**src/rtl/cnff_cell.sv**
```systemverilog
// cnff_cell: 1-bit change/no-change flip-flop.
// Ports:
//   clk   - rising-edge clock
//   rst_n - asynchronous active-low reset, clears q to 0
//   c     - change value: with n=1, 1 toggles q and 0 forces q to 0
//   n     - change request: 0 holds q
//   q     - stored bit
module cnff_cell (
   input  logic clk,
   input  logic rst_n,
   input  logic c,
   input  logic n,
   output logic q
);

   always_ff @(posedge clk or negedge rst_n) begin
      if (!rst_n) begin
         q <= 1'b0;
      end else if (n) begin
         q <= c ? ~q : 1'b0;
      end
   end

endmodule

```
**src/rtl/cnff_counter.sv**
```systemverilog
// cnff_counter: synchronous modulo-MOD up/down counter whose state lives
// in a bank of change/no-change cells, one cell per count bit.
// Ports:
//   clk   - rising-edge clock
//   rst_n - asynchronous active-low reset (count=0, wrap=0)
//   en    - count enable, one step per edge
//   up    - direction, 1 = increment, 0 = decrement (used only when en=1)
//   clr   - synchronous clear to 0, has priority over en
//   count - current count, taken straight from the cell outputs
//   tc    - combinational terminal count for the current request
//   wrap  - registered pulse, high with the wrapped count value
module cnff_counter #(
   parameter int WIDTH = 4,
   parameter int MOD   = 10
) (
   input  logic             clk,
   input  logic             rst_n,
   input  logic             en,
   input  logic             up,
   input  logic             clr,
   output logic [WIDTH-1:0] count,
   output logic             tc,
   output logic             wrap
);

   generate
      if (WIDTH < 1 || WIDTH > 31 || MOD < 2 || MOD > (1 << WIDTH)) begin : g_bad_mod
         $error("cnff_counter: MOD must lie in 2..2**WIDTH");
      end
   endgenerate

   localparam logic [WIDTH-1:0] MAX = WIDTH'(MOD - 1);

   logic [WIDTH-1:0] nxt;
   logic [WIDTH-1:0] c;
   logic [WIDTH-1:0] n;
   logic             term_up;
   logic             term_dn;

   always_comb begin
      term_up = (count == MAX);
      term_dn = (count == '0);
      tc      = en & ~clr & (up ? term_up : term_dn);

      nxt = count;
      if (clr) begin
         nxt = '0;
      end else if (en) begin
         if (up) begin
            nxt = term_up ? '0 : count + 1'b1;
         end else begin
            nxt = term_dn ? MAX : count - 1'b1;
         end
      end

      // A cell only sees a request when its bit changes: 0->1 toggles,
      // 1->0 forces zero, so c is simply the target bit.
      c = nxt;
      n = (nxt ^ count) | (~nxt & count);
   end

   genvar i;
   generate
      for (i = 0; i < WIDTH; i++) begin : g_cell
         cnff_cell u_cell (
            .clk   (clk),
            .rst_n (rst_n),
            .c     (c[i]),
            .n     (n[i]),
            .q     (count[i])
         );
      end
   endgenerate

   always_ff @(posedge clk or negedge rst_n) begin
      if (!rst_n) begin
         wrap <= 1'b0;
      end else begin
         wrap <= tc;
      end
   end

endmodule

```
**config.mk**
```make
export PLATFORM = sky130hd
export DESIGN_NAME = cnff_counter
export DESIGN_NICKNAME = d
export VERILOG_FILES = /design/src/rtl/cnff_cell.sv /design/src/rtl/cnff_counter.sv
export SDC_FILE = /design/constraint.sdc
export NUM_CORES = 1
export LEC_CHECK = 0
export ABC_AREA = 1
export CAP_MARGIN = 20
export CORE_MARGIN = 2
export CORE_UTILIZATION = 25
export CTS_BUF_LIST = sky130_fd_sc_hd__clkbuf_8
export CTS_CLUSTER_SIZE = 25
export DETAILED_ROUTE_END_ITERATION = 6
export HOLD_SLACK_MARGIN = 0.02
export PLACE_DENSITY = 0.5
export SETUP_SLACK_MARGIN = 0.15
export SYNTH_ARGS = -nofsm -noshare
export SYNTH_HDL_FRONTEND = slang
export SYNTH_SLANG_ARGS = --single-unit
```
**constraint.sdc**
```tcl
create_clock -name clk -period 1.91 [get_ports clk]
set_input_delay 0.382 -clock clk [delete_from_list [all_inputs] [get_ports clk]]
set_output_delay 0.382 -clock clk [all_outputs]
set_load 0.1 [all_outputs]
```
=== After elaboration in Yosys (flattened, before gate mapping) ===
Cells that the tools add are included.

* Add/sub/neg operators: 2
* Equal/unequal tests: 1
* Mux-type cells: 10
* Bitwise operators: 11
* Reduce and logical (&&, ||, !) cells: 1

{| class="wikitable"
|+ Operators by type and width
! kind !! count
|-
| 2-to-1 mux 4 bit || 5
|-
| 2-to-1 mux 1 bit || 5
|-
| NOT 1 bit || 5
|-
| adder 4 x 1 -> 4 bit (second input constant) || 1
|-
| bitwise AND 4 bit || 1
|-
| equality test 4 bit (second input constant) || 1
|-
| zero test 4 bit || 1
|-
| NOT 4 bit || 1
|-
| bitwise OR 4 bit || 1
|-
| subtractor 4 x 1 -> 4 bit (second input constant) || 1
|-
| bitwise XOR 4 bit || 1
|-
| bitwise AND 1 bit || 2
|}

* Register bits after elaboration: 5
* Output and inout bits: 6

=== Logic depth before layout (Yosys ltp) ===
* Depth in word-level cells: 8
* Depth in mapped cells: 10
* Depth with buffers taken out: 10

=== By module ===
Synthesis repeated with hierarchy kept, for this count alone.

* Cells, all modules: 92
* Area total of the unflattened synthesis: 558.0 um2

{| class="wikitable"
|+ By module, submodules not included
! module !! instances !! cells each !! area an instance (um2) !! sequential area each (um2)
|-
| cnff_counter || 1 || 68 || 377.9 || 25.0
|-
| cnff_cell || 4 || 6 || 45.0 || 25.0
|}

=== Worst setup path before layout ===
No wires, ideal clock.

* Path type: register to output
* Start: reg g_cell[0].u_cell.q
* End: out tc
* Data arrival time: 3.088 ns
* Required time: 1.528 ns
* Path slack: -1.560 ns
* Stages on the path, launching flop included: 7
* Cells stage by stage: dfrtp_1 inv_1 ha_1 nand2_1 o21ai_1 nand2_1 nor3_1

* Longest elaborated chain between the ends: 3
* Elaborated cells on any way between the ends: 4

{| class="wikitable"
|+ RTL lines
! item !! line !! RTL
|-
| start, declared || cnff_cell.sv:13 || <nowiki>output logic q</nowiki>
|-
| start signal, assigned || cnff_cell.sv:20 || <nowiki>q <= c ? ~q : 1'b0;</nowiki>
|-
| equality test 4 bit / zero test 4 bit (equally long branches) || cnff_counter.sv:41, cnff_counter.sv:42 ||
|-
| 2-to-1 mux 1 bit (*) || cnff_counter.sv:43 || <nowiki>tc = en & ~clr & (up ? term_up : term_dn);</nowiki>
|-
| bitwise AND 1 bit (*) || cnff_counter.sv:43 ||
|-
| end, declared || cnff_counter.sv:22 || <nowiki>output logic tc,</nowiki>
|}

Mark *: on every way between the ends. The rest lies on a longest branch, timed or not.

=== Worst setup path after layout ===
Ends and elaborated chain as after synthesis.

==> impl_results.md <==
- Hold crit path type: in2async
- CP peak stage delay: approximately 450 ps
- Number of global-route vias before repair: 472
- Via/cell ratio: 4.31
- CTS Buf Count: 3
- Startpoint types: flop
- Final setup fails: 1
- Status: finished, violations left
- Clk buf depth: 2
- Top cell type's share of synthesized area: approximately a quarter
- Largest area contributor in the netlist: dfrtp_1
- Synth Area per Inst: 7.31 um^2
- Met3 GRT Util: approximately 5.5%
- Endpoints failing hold: 0
- Max frequency: 510 MHz
- Failing checks: setup timing
- # port buffers: 10
- Mapped cell area: between 500 and 600 um^2
- DRT Pass-1 Iters: 4
- Place WS: -26.7 ps
- Core region area: 1920 um^2
- Post-route DRC: 0
- Overall Global Routing Usage: between 10 and 15%
- Ant diodes: 0
- H-tree Lvls: 1
- Period utilization: 103%
- Unrepaired setup endpoints after global routing: yes
- #FFs+latches synth: 5
- Io pins: 11
- Critical path required time: 1530 ps
- Max cap viols: 0
- Slew @ Worst Pin: 277 ps
- CP arrival: 1580 ps
- Synth Area in Simple Gates: 23.8%
- Post-synthesis sequential area ratio: roughly a quarter
- Crit path capture: tc
- Slew headroom: 81.7%
- Fill cells: 203
- Internal reg-to-reg setup slack: 210 ps
- Final worst slack: -52.6 ps
- Die X: 48.9 um
- Initial drt markers: 12
- Post-route ant nets: 0
- Routability-driven placement congestion ratio: ~0.82
- Post-Synth Adder-Cell Area: roughly 17%
- Worst reg2reg endpoint: g_cell[2].u_cell.q
- Synth top area cells: dfrtp_1, ha_1, nand2_1
- Area Overhead vs Synth: 69.0%
- Met2 usage: 16.7%
- Largest net degree at the start of global routing: 8
- GR Util met1: 14.9%
- Critical-path top delay cell: dfrtp_2
- Grt ovf: 0
- Initial antenna violation count: 0
- CP endpoint kind: output pin
- Critical Path Start: g_cell[0].u_cell.q
- Gr busiest metal: met2
- Synth Area in Compound Gates: 15.1%
- WS Path Type: reg2out
- Initial core utilization: 26.2%
- R2R depth: 8
- First-pass GRT wire length: 2060 um
- Slew Limit Fails: 0
- Vias: 508
- Root Buffer Master: clkbuf_8
- Synthesized Nets: 81
- Crit path max fanout: 4
- Fraction of layout cells with a size suffix above 1: 41.8%
- Synth Instances: 69
- Die H: around 49 um
- Clock transition at path regs: 40 ps
- Die Area: 2390 um^2
- Period minus WS final: 1960 ps
- Num Clock Sinks: 5
- Yosys warns: 0
- Core Rows: 16
- Skew final: between 3 and 4 ps
- Nets: 104
- Multiplexer area fraction after synthesis: 0%
- CTS tree: yes
- Final WL: 1160 um
- Synth cell types: 19
- Largest family of logic cells by synthesized area: simple AND/OR/NAND/NOR gates
- FF-to-FF Start: g_cell[0].u_cell.q
- Clk Latency, worst-skew pair: 220 ps
- DR WL/cell: around 9.8 um
- HPWL after DPL: between 900 and 1000 um
- Synth Area in XOR/XNOR: about 3.5%
- Crit-path cells: inv_4 > ha_4 > nand2_2 > o21ai_1 > nand2_1 > nor3_4 > buf_12
==> cells in the mapped netlist (all sizes together) <==
cell   instances
nor2          10
ha             7
buf            6
nor3           1
nand3          6
o21ai          5
nand4          1
nand2         11
dfrtp          5
a21oi          7
xnor2          1
inv            7
xor2           1
a31oi          1
==> cell type report <==
cell class | count | area [um^2] | share of cell area [%]
multi-input combinational | 51 | 363 | 42.6
timing repair buffer | 24 | 253 | 29.7
sequential | 5 | 126 | 14.8
clock buffer | 3 | 41.3 | 4.85
tap | 27 | 33.8 | 3.96
inverter | 7 | 31.3 | 3.67
clock inverter | 1 | 3.75 | 0.441
==> metrics by stage <==
stage	hold WS [ps]	instance area (um^2)	utilization (%)	TNS [ps]	instances
after floorplan	86.4	534	-	-294	69
after global placement	571	727	37.8	-21.4	108
after detailed placement	576	727	37.8	-26.7	108
after CTS	398	822	42.8	-63.5	117
after global routing	418	852	44.3	-112	118
final	394	852	44.3	-52.6	118
==> layout by cell type, fill, tap and decap left out <==
| cell | count |
|---|---|
| a21oi_2 | 2 |
| nand4_1 | 1 |
| nand3_1 | 5 |
| dfrtp_2 | 1 |
| o21ai_0 | 2 |
| inv_1 | 4 |
| dfrtp_1 | 4 |
| nor2_1 | 10 |
| ha_4 | 2 |
| clkdlybuf4s50_1 | 4 |
| o21ai_1 | 3 |
| nand3_2 | 1 |
| a21oi_1 | 4 |
| buf_12 | 5 |
| xnor2_1 | 1 |
| a31oi_2 | 1 |
| inv_2 | 2 |
| inv_4 | 2 |
| ha_1 | 5 |
| clkbuf_8 | 3 |
| nor3_4 | 1 |
| nand2_1 | 9 |
| nand2_2 | 2 |
| buf_4 | 15 |
| a21oi_4 | 1 |
| xor2_1 | 1 |
==> repair_timing <==
action / CTS / global route
pin swaps: 2 / 8
hold buffers: 0 / 0
endpoints found under the setup margin: 1 / 4
resized for setup: 2 / 5
buffers inserted: 5 / 1
==> worst max-delay path, delay by kind of cell, from the launching register on <==
kind | cells | cell delay (ps)
buffers and inverters | 2 | 280
and+or+nand+nor | 3 | 390
AOI/OAI and AO/OA | 1 | 110
DFF | 1 | 450
adders and majority gates | 1 | 120
==> flip-flops by register name, summed over array words and instances (netlist names) <==
signal           flops
g_cell.u_cell.q      4
wrap                 1
==> worst min path at each step <==
stage                       start                  to  slack, ps  depth (start not counted)
5_1_grt                     rst_n                wrap        420                          1
3_3_place_gp   g_cell[1].u_cell.q  g_cell[1].u_cell.q        570                          2
4_1_cts                     rst_n  g_cell[3].u_cell.q        400                          1
3_5_place_dp   g_cell[1].u_cell.q  g_cell[1].u_cell.q        580                          2
6_report                    rst_n  g_cell[3].u_cell.q        390                          1
2_1_floorplan               rst_n  g_cell[0].u_cell.q         90                          0
==> routing by layer <==
layer | up-vias | share of wire (%)
li1 | 269 | -
met1 | 227 | 45
met2 | 12 | 47
met3 | 0 | 7.1
met4 | 0 | 0
met5 | - | 0
==> cells by family (layout without fill, tap and decap cells) <==
kind of cell | count (synthesis) | count (layout)
DFF | 5 | 5
adders and majority gates | 7 | 7
AOI/OAI and AO/OA | 13 | 13
buffers and inverters | 13 | 35
and+or+nand+nor | 29 | 29
xor gates and xnor gates | 2 | 2
Power is not shown: default switching activity piles up to over one toggle a cycle in this logic, so the estimate is an artifact.
